File: src/rtl/uart_rx_flow.sv
// uart_rx_flow: oversampled UART receiver feeding a first-word-fall-through
// receive FIFO, with registered RTS flow control derived from FIFO occupancy.
// Optional parity check is compiled in when UART_RX_PARITY_EN is defined.
module uart_rx_flow #(
    parameter int DATA_BITS  = 8,
    parameter int OVERSAMPLE = 16,
    parameter int FIFO_DEPTH = 16,
    parameter int RTS_THRESH = 12,
    parameter int DIV_W      = 16
) (
    input  logic                        clk,
    input  logic                        rst,
    input  logic [DIV_W-1:0]            baud_divisor,
    input  logic                        uart_rx,
    output logic                        uart_rts_n,
    output logic [DATA_BITS-1:0]        rx_data,
    output logic                        rx_valid,
    input  logic                        rx_ready,
    output logic [$clog2(FIFO_DEPTH):0] fifo_count,
    output logic                        frame_start,
    output logic                        byte_received,
    output logic                        rx_error,
    output logic                        rx_overrun
`ifdef UART_RX_PARITY_EN
    ,
    input  logic                        parity_en,
    input  logic                        parity_odd,
    output logic                        rx_parity_err
`endif
);

    localparam int AW = $clog2(FIFO_DEPTH);
    localparam int CW = AW + 1;
    localparam int TW = $clog2(OVERSAMPLE);
    localparam int BW = $clog2(DATA_BITS);

    localparam logic [TW-1:0] HALF_M1  = TW'(OVERSAMPLE / 2 - 1);
    localparam logic [TW-1:0] FULL_M1  = TW'(OVERSAMPLE - 1);
    localparam logic [BW-1:0] LAST_BIT = BW'(DATA_BITS - 1);
    localparam logic [CW-1:0] DEPTH_C  = CW'(FIFO_DEPTH);
    localparam logic [CW-1:0] THRESH_C = CW'(RTS_THRESH);

    typedef enum logic [2:0] {
        S_IDLE,
        S_START,
        S_DATA,
`ifdef UART_RX_PARITY_EN
        S_PARITY,
`endif
        S_STOP
    } state_t;

    logic                 r_sync1, r_sync2, r_sync_prev;
    logic [DIV_W-1:0]     r_div_cnt;
    state_t               r_state;
    logic [TW-1:0]        r_tick_cnt;
    logic [BW-1:0]        r_bit_cnt;
    logic [DATA_BITS-1:0] r_shift;
    logic                 r_frame_start, r_byte_received, r_rx_error, r_rx_overrun;
    logic [DATA_BITS-1:0] r_mem [FIFO_DEPTH];
    logic [AW-1:0]        r_wr_ptr, r_rd_ptr;
    logic [CW-1:0]        r_count;
    logic                 r_valid;
    logic [DATA_BITS-1:0] r_head;
    logic                 r_rts_n;

    logic                 w_rx, w_fall, w_tick, w_restart;
    logic                 w_stop_sample, w_par_ok, w_good, w_full, w_push, w_pop;
    logic [CW-1:0]        w_cnt_next, w_cnt_after_pop;
    logic [AW-1:0]        w_rd_next;

`ifdef UART_RX_PARITY_EN
    logic                 r_par_chk, r_par_bit, r_parity_err;
    assign w_par_ok      = !r_par_chk || (r_par_bit == ((^r_shift) ^ parity_odd));
    assign rx_parity_err = r_parity_err;
`else
    assign w_par_ok      = 1'b1;
`endif

    assign w_rx            = r_sync2;
    assign w_fall          = r_sync_prev & ~r_sync2;
    assign w_tick          = (r_div_cnt == '0);
    assign w_restart       = (r_state == S_IDLE) && w_fall;
    assign w_stop_sample   = (r_state == S_STOP) && w_tick && (r_tick_cnt == FULL_M1);
    assign w_good          = w_stop_sample && w_rx && w_par_ok;
    // Full test uses the pre-pop occupancy, so a same-cycle pop never frees a slot.
    assign w_full          = (r_count == DEPTH_C);
    assign w_push          = w_good && !w_full;
    assign w_pop           = r_valid && rx_ready;
    assign w_cnt_next      = r_count + CW'(w_push) - CW'(w_pop);
    assign w_cnt_after_pop = r_count - CW'(w_pop);
    assign w_rd_next       = r_rd_ptr + AW'(w_pop);

    assign uart_rts_n    = r_rts_n;
    assign rx_data       = r_head;
    assign rx_valid      = r_valid;
    assign fifo_count    = r_count;
    assign frame_start   = r_frame_start;
    assign byte_received = r_byte_received;
    assign rx_error      = r_rx_error;
    assign rx_overrun    = r_rx_overrun;

    // Two-flop synchroniser plus previous-value flop for falling-edge detection.
    always_ff @(posedge clk or posedge rst) begin
        if (rst) begin
            r_sync1     <= 1'b1;
            r_sync2     <= 1'b1;
            r_sync_prev <= 1'b1;
        end else begin
            r_sync1     <= uart_rx;
            r_sync2     <= r_sync1;
            r_sync_prev <= r_sync2;
        end
    end

    // Oversample tick down-counter; restarted on a start edge so the phase aligns to the frame.
    always_ff @(posedge clk or posedge rst) begin
        if (rst) begin
            r_div_cnt <= '0;
        end else if (w_restart || w_tick) begin
            r_div_cnt <= baud_divisor;
        end else begin
            r_div_cnt <= r_div_cnt - DIV_W'(1);
        end
    end

    // Receive FSM: start validation, data shift, optional parity, stop check and status pulses.
    always_ff @(posedge clk or posedge rst) begin
        if (rst) begin
            r_state         <= S_IDLE;
            r_tick_cnt      <= '0;
            r_bit_cnt       <= '0;
            r_shift         <= '0;
            r_frame_start   <= 1'b0;
            r_byte_received <= 1'b0;
            r_rx_error      <= 1'b0;
            r_rx_overrun    <= 1'b0;
`ifdef UART_RX_PARITY_EN
            r_par_chk       <= 1'b0;
            r_par_bit       <= 1'b0;
            r_parity_err    <= 1'b0;
`endif
        end else begin
            r_frame_start   <= 1'b0;
            r_byte_received <= w_push;
            r_rx_error      <= w_stop_sample && !w_rx;
            r_rx_overrun    <= w_good && w_full;
`ifdef UART_RX_PARITY_EN
            r_parity_err    <= w_stop_sample && !w_par_ok;
`endif
            case (r_state)
                S_IDLE: begin
                    if (w_fall) begin
                        r_state    <= S_START;
                        r_tick_cnt <= '0;
                        r_bit_cnt  <= '0;
                    end
                end
                S_START: begin
                    if (w_tick) begin
                        if (r_tick_cnt == HALF_M1) begin
                            r_tick_cnt <= '0;
                            if (w_rx) begin
                                r_state <= S_IDLE;
                            end else begin
                                r_state       <= S_DATA;
                                r_frame_start <= 1'b1;
`ifdef UART_RX_PARITY_EN
                                r_par_chk     <= parity_en;
`endif
                            end
                        end else begin
                            r_tick_cnt <= r_tick_cnt + TW'(1);
                        end
                    end
                end
                S_DATA: begin
                    if (w_tick) begin
                        if (r_tick_cnt == FULL_M1) begin
                            r_tick_cnt <= '0;
                            r_shift    <= {w_rx, r_shift[DATA_BITS-1:1]};
                            r_bit_cnt  <= r_bit_cnt + BW'(1);
                            if (r_bit_cnt == LAST_BIT) begin
`ifdef UART_RX_PARITY_EN
                                r_state <= r_par_chk ? S_PARITY : S_STOP;
`else
                                r_state <= S_STOP;
`endif
                            end
                        end else begin
                            r_tick_cnt <= r_tick_cnt + TW'(1);
                        end
                    end
                end
`ifdef UART_RX_PARITY_EN
                S_PARITY: begin
                    if (w_tick) begin
                        if (r_tick_cnt == FULL_M1) begin
                            r_tick_cnt <= '0;
                            r_par_bit  <= w_rx;
                            r_state    <= S_STOP;
                        end else begin
                            r_tick_cnt <= r_tick_cnt + TW'(1);
                        end
                    end
                end
`endif
                S_STOP: begin
                    if (w_tick) begin
                        if (r_tick_cnt == FULL_M1) begin
                            r_tick_cnt <= '0;
                            r_state    <= S_IDLE;
                        end else begin
                            r_tick_cnt <= r_tick_cnt + TW'(1);
                        end
                    end
                end
                default: r_state <= S_IDLE;
            endcase
        end
    end

    // FIFO storage array; written only on an accepted push.
    always_ff @(posedge clk) begin
        if (w_push) begin
            r_mem[r_wr_ptr] <= r_shift;
        end
    end

    // FIFO pointers, occupancy, registered FWFT head and RTS.
    always_ff @(posedge clk or posedge rst) begin
        if (rst) begin
            r_wr_ptr <= '0;
            r_rd_ptr <= '0;
            r_count  <= '0;
            r_valid  <= 1'b0;
            r_head   <= '0;
            r_rts_n  <= 1'b1;
        end else begin
            r_wr_ptr <= r_wr_ptr + AW'(w_push);
            r_rd_ptr <= w_rd_next;
            r_count  <= w_cnt_next;
            r_valid  <= (w_cnt_next != '0);
            // Head comes from the incoming byte when it lands in an otherwise empty FIFO.
            if (w_cnt_next != '0) begin
                r_head <= (w_cnt_after_pop == '0) ? r_shift : r_mem[w_rd_next];
            end
            r_rts_n  <= (r_count >= THRESH_C);
        end
    end

endmodule
File: config.mk
export PLATFORM = sky130hd
export DESIGN_NAME = uart_rx_flow
export DESIGN_NICKNAME = d
export VERILOG_FILES = /design/src/rtl/uart_rx_flow.sv
export SDC_FILE = /design/constraint.sdc
export NUM_CORES = 1
export LEC_CHECK = 0
export CAP_MARGIN = 25
export CORE_MARGIN = 10
export CORE_UTILIZATION = 47
export CTS_CLUSTER_DIAMETER = 150
export DETAILED_ROUTE_END_ITERATION = 8
export PLACE_DENSITY_LB_ADDON = 0.15
export SETUP_SLACK_MARGIN = 0.05
export SLEW_MARGIN = 20
export SYNTH_ARGS = -nofsm -noshare
export SYNTH_HDL_FRONTEND = slang
export SYNTH_SLANG_ARGS = --single-unit
export TNS_END_PERCENT = 10
File: constraint.sdc
create_clock -name clk -period 5.5 [get_ports clk]
set_clock_uncertainty 0.1 [all_clocks]
set_input_delay 0.825 -clock clk [delete_from_list [all_inputs] [get_ports clk]]
set_output_delay 0.825 -clock clk [all_outputs]
set_load 0.03 [all_outputs]
==> flow_summary.toml, run 1 <==
[setup_path]
worstPathRequired_ns = 5.76
reg2regPathDepth = 14
reg2reg_to = "rx_data[5]"
r2r_setup_slack_ns = 0.91
r2r-start = "r_div_cnt[7]"
critPathKind = "reg -> reg"
crit_fanout = 9
cp-end-kind = "flop"
crit_arrival_ns = 4.85
worstSetupStartpointType = "flop"

[synth]
synth-seq-cells = 191
syn_area_per_cell_sq_um = 15.65
ys_types = 58
synth_top_cell_by_area = "edfxtp_1"
synth.top_cell.area_share_pct = 46.69
syn_area_sq_um = 8232
syn-num-nets = 568
postSynth.asyncResetShare_pct = 32.98
synth_ff_type = "edfxtp_1"
synthCells = 526
yosysWarnings = 0
ys_seq_area_share_pct = 65.91
synth-edff-count = 128
synthTopCellsByArea = "edfxtp_1 (47%), dfrtp_1 (18%), mux4_2 (8.8%)"

[cells_and_area]
drive_gt1_share_pct = 17.04
final_cells = 812
area_delta_synth_final_pct = 15.20
utilization_pct = 55.02
multi_input_comb_area_sq_um = 2683
register_area_sq_um = 5425
num_antenna_cells = 0
layout.nets = 616
fillers = 1332

[cts]
cts_buffers = 17
cts_setup_buffers = 0
clk_latency_ns = 0.43
ctsHoldBuffers = 0
cts_root_buf = "clkbuf_16"
cts_tree = "built"
cts_resized = 0
cts.sinks = 191
clk_pin_slew_ns = 0.07
h-tree-depth = 4
clockBufferDepth = 2

[power_and_ir_drop]
peakVddDrop_mv = 0.4114
p_leak_nw = 3.008
p_per_area_nw_per_um2 = 464.8

[global_route]
gr-usage-met1_pct = 19.97
grt_pass1_wl_um = 26610
grt_pass1_vias = 4632
grt_use_met3_pct = 3.359
top_usage_layer = "met2"
grt_max_degree = 64
grt_usage_pct = 14.66
grt_overflow = 0
grtUsageMet2_pct = 22.78
antenna_found_initial = 0

[sta]
period_share_pct = 83.47
fin_ws_ns = 0.9093
fmax_ghz = 0.2178
maxSlewViolCount = 0
maxSlewHeadroom_pct = 34.32
finalCriticalPeriod_ns = 4.591
hold_viol_final = 0
setup_viol = 0
rsz0062_at_grt = "false"
hold-worst-slack_ns = 0.2585
worstMarginPinSlew_ns = 0.9843
fin_setup_tns_ns = 0

[detailed_routing]
vias = 4562
routed_wl_um = 16680
routed_via_density = 5.618
dr.first_iter.drc_count = 337
post-route-drc-count = 0
wire_per_inst_um = 20.54
antenna_left = 0
drtPass1Iterations = 5

[die]
die_w_um = 152.3
ios = 39
initial_utilization_pct = 47.76
num_rows = 48
die-area_sq_um = 23210
die_y_um = 152.3
core_sq_um = 17240

[placement]
dp_hpwl_um = 11060
routabilityCongestion = 0.8330
dp.cells = 778
io_buffer_count = 38
place_ws_ns = 0.9433

[hold_path]
min_path_type = "reg -> reg"
hold_start = "r_sync1"
hold_path_depth = 0
hold_end = "r_sync2"

[flow_run]
drv_cap = 0

[outcome]
status = "complete, no violations"
[metrics by stage]
stage                     area [sq um]  power (W)
after floorplan                   8232   0.002817
after global placement            8856   0.003182
after detailed placement          8856   0.003209
after CTS                         9460   0.004447
after global routing              9483   0.004646
final                             9483   0.004407
[routing by layer]
layer	routed length, um	part of all wire (%)
met1	7742	46
met2	7942	48
met3	779	4.7
met4	214	1.3
met5	0	0
[layout make-up]
| cell class | count | share of cell area (%) |
|---|---|---|
| inverter | 15 | 0.5937 |
| clock inverter | 15 | 1.887 |
| multi-input combinational | 304 | 28.29 |
| clock buffer | 17 | 4.486 |
| timing repair buffer | 45 | 4.565 |
| tap | 225 | 2.969 |
| sequential | 191 | 57.21 |
[cell usage in the layout, fill, tap and decap left out, types with 8 or more instances in the layout]
master,count
o21ai_0,28
inv_1,14
nor2_1,25
nor3_1,12
mux2i_1,26
dfrtp_1,59
nand2_1,30
clkdlybuf4s50_1,38
ha_1,19
mux4_2,32
mux2_2,8
nand3_1,20
edfxtp_1,128
clkbuf_16,17
a31oi_1,9
xnor2_1,15
a211oi_1,9
[kinds of logic after synthesis]
kind of cell / after synthesis / synth area share, %
compound gates: 68 / 5.077
simple gates: 124 / 8.178
fa+ha+maj: 22 / 3.435
xor+xnor: 24 / 2.736
flops: 191 / 65.91
buf+inv: 31 / 1.657
mux: 66 / 13.01
[where the power goes]
| part | total (W) | internal, W | switching [W] |
|---|---|---|---|
| combinational | 0.00138 | 0.000571 | 0.000809 |
| sequential | 0.00179 | 0.00165 | 0.000136 |
| clock | 0.00124 | 0.000686 | 0.000554 |
| total | 0.00441 | 0.00291 | 0.00150 |
[registers in the layout, summed over array words and instances, names as in the netlist]
register,cells
r_sync_prev,1
r_tick_cnt,4
r_mem,128
byte_received,1
r_shift,8
fifo_count,5
rx_valid,1
r_state,2
r_bit_cnt,3
r_rd_ptr,4
rx_error,1
frame_start,1
r_sync2,1
rx_overrun,1
r_div_cnt,16
r_sync1,1
uart_rts_n,1
r_wr_ptr,4
rx_data,8
[synthesized netlist by cell type, types with 2 or more instances]
cell	n
a21o_1	3
edfxtp_1	128
clkbuf_1	5
buf_2	6
mux4_2	32
ha_1	21
and3_1	4
nor3_2	2
or2_2	2
o31ai_1	2
or3_1	3
nand4b_1	2
nand2_1	30
o211ai_1	2
a31oi_1	9
a21oi_1	5
inv_1	15
xnor2_1	15
o21ai_1	2
nand4_1	3
dfstp_2	4
nor2_1	25
a211oi_1	9
mux2i_1	26
nand2b_1	4
xor2_1	7
nor3_1	12
a22oi_1	2
nand3_1	20
nand3b_1	4
dfrtp_1	59
buf_4	3
o21ai_0	28
mux2_2	8
[worst max-delay path by stage]
| stage | startpoint | endpoint | slack, ns | cells past startpoint |
|---|---|---|---|---|
| floorplan | r_div_cnt[0] | rx_data[0] | 1.42 | 18 |
| global placement | r_div_cnt[7] | rx_data[0] | 1.10 | 14 |
| detailed placement | r_div_cnt[7] | rx_data[5] | 0.94 | 14 |
| CTS | r_div_cnt[7] | rx_data[6] | 0.91 | 14 |
| global route | r_div_cnt[7] | rx_data[2] | 0.53 | 14 |
| finish | r_div_cnt[7] | rx_data[5] | 0.91 | 14 |
[worst max-delay path: stages, from the launching register on]
cell,delay (ns)
dfrtp_1,0.40
nor3_1,0.48
nand4_1,0.29
nor4b_2,0.50
nor2b_1,0.27
inv_1,0.07
ha_1,0.27
inv_1,0.04
ha_1,0.21
fa_1,0.41
xnor2_1,0.16
nor3_1,0.19
or4b_1,0.64
a21o_1,0.34
a31oi_1,0.16
Note: power is estimated with default switching activity, not from simulation.
==> run 2: changes to the inputs <==
clock period = 4.7 ns   (was 5.5 ns; I/O delays follow)
==> run 2 against run 1 <==
Setup slack lost 0.50 ns. Sequential cell count is the same. Via count grew 0.11%. Combinational power grew 18%. Die area is the same. Sequential share of layout area is essentially flat. Clock power grew 12%. Register-to-register slack lost 0.50 ns. Highest routed layer unchanged.
==> flow_summary.toml, run 2 (same netlist as run 1, synthesis figures left out) <==
[cells_and_area]
num_antenna_cells = 0
layout.nets = 617
fillers = 1362
layout_common_cells = "edfxtp_1 (128), dfrtp_1 (59), clkdlybuf4s50_1 (38)"
reg.largest.list = "r_mem (128), r_div_cnt (16)"
regMostFlops = "r_mem"
register_area_sq_um = 5425
area_delta_synth_final_pct = 15.12
final_common_cell = "edfxtp_1"
largest_register_ffs = 128
drive_gt1_share_pct = 17.35
multi_input_comb_area_sq_um = 2684

[detailed_routing]
antenna_left = 0
routed_wl_um = 16870
drtPass1Iterations = 4
wire_per_inst_um = 20.75
routed_via_density = 5.617
highest-signal-layer = "met4"
vias = 4567
wl_met1_um = 7701
dr_wl_met2_um = 8219
wl_met3_um = 849
post-route-drc-count = 0
dr.first_iter.drc_count = 312

[die]
die_w_um = 152.3
initial_utilization_pct = 47.76
die-area_sq_um = 23210
core_sq_um = 17240
num_rows = 48
die_y_um = 152.3
ios = 39

[outcome]
status = "complete, no violations"

[cts]
clk_pin_slew_ns = 0.07
clockBufferDepth = 2
clk_latency_ns = 0.43
cts.sinks = 191
cts_resized = 0
cts_tree = "built"
cts_buffers = 17
ctsHoldBuffers = 0
cts_setup_buffers = 0
h-tree-depth = 4
cts_root_buf = "clkbuf_16"

[placement]
dp_hpwl_um = 11290
place_ws_ns = 0.3753
io_buffer_count = 38
routabilityCongestion = 0.7882

[sta]
setup_viol = 0
maxSlewViolCount = 0
maxSlewHeadroom_pct = 32.90
rsz0062_at_grt = "false"
finalCriticalPeriod_ns = 4.292
fin_ws_ns = 0.4078
hold_viol_final = 0
fmax_ghz = 0.2330
period_share_pct = 91.32
hold-worst-slack_ns = 0.2572
fin_setup_tns_ns = 0
worstMarginPinSlew_ns = 1.003

[setup_path]
crit_chain = "inv_1, ha_1, nand2b_1, or3_1, nor4b_2, nor2b_1, inv_1, ha_1, inv_1, ha_1, fa_1, xnor2_1, nor3_1, or4b_4, a21o_1, a31oi_1"
crit_arrival_ns = 4.53
max_stage_delay_ns = 0.56
crit_slowest_cell = "or4b_4"
crit_fanout = 9
worstPathRequired_ns = 4.94
worstSetupStartpointType = "flop"
cp-end-kind = "flop"
critPathKind = "reg -> reg"

[power_and_ir_drop]
p_per_area_nw_per_um2 = 539.3
peakVddDrop_mv = 0.7095
p_leak_nw = 3.011
power_w = 0.005110

[global_route]
grt_max_degree = 43
grt_pass1_vias = 4730
grt_usage_pct = 14.91
antenna_found_initial = 0
grt_pass1_wl_um = 27140
grt_overflow = 0

[flow_run]
drv_cap = 0

[hold_path]
min_path_type = "reg -> reg"
## run 2: power breakdown
group	internal [W]	switching [W]
sequential	0.00193	0.000161
clock	0.000749	0.000637
combinational	0.000678	0.000952
total	0.00336	0.00175
## run 2: worst paths after layout
| kind | endpoint | slack, ns | start | cells after the start |
|---|---|---|---|---|
| max | rx_data[5] | 0.41 | r_div_cnt[0] | 16 |
| min | r_sync2 | 0.26 | r_sync1 | 0 |
| max reg2reg | rx_data[5] | 0.41 | r_div_cnt[0] | 16 |
| min reg2reg | r_sync2 | 0.26 | r_sync1 | 0 |
| max in group asynchronous | r_sync1 | 2.94 | rst | 3 |
| min in group asynchronous | r_rd_ptr[0] | 0.69 | rst | 2 |
## run 2: final cells by class
class / instances / share of cell area, %
timing repair buffer: 46 / 4.780
clock buffer: 21 / 5.070
inverter: 15 / 0.5941
tap: 225 / 2.971
sequential: 191 / 57.25
clock inverter: 11 / 1.017
multi-input combinational: 304 / 28.32
## run 2: through the flow
step                utilization, %  cell area (sq um)  std cells
floorplan                        -               8232        526
global placement             51.57               8889        781
detailed placement           51.57               8889        781
CTS                          54.91               9465        813
global route                 54.98               9477        813
finish                       54.98               9477        813
## run 2: critical path, delay by kind of cell, from the launching register on
family	cells	cell delay, ns
flops	1	0.40
fa+ha+maj	4	1.03
simple gates	6	1.82
compound gates	2	0.49
buf+inv	3	0.20
xor+xnor	1	0.17
## run 2: routing by layer
metal | vias up | track usage (%)
met4 | 0 | 5.319
met1 | 2344 | 20.48
met2 | 91 | 22.57
met5 | - | 0
li1 | 2126 | -
met3 | 6 | 3.585
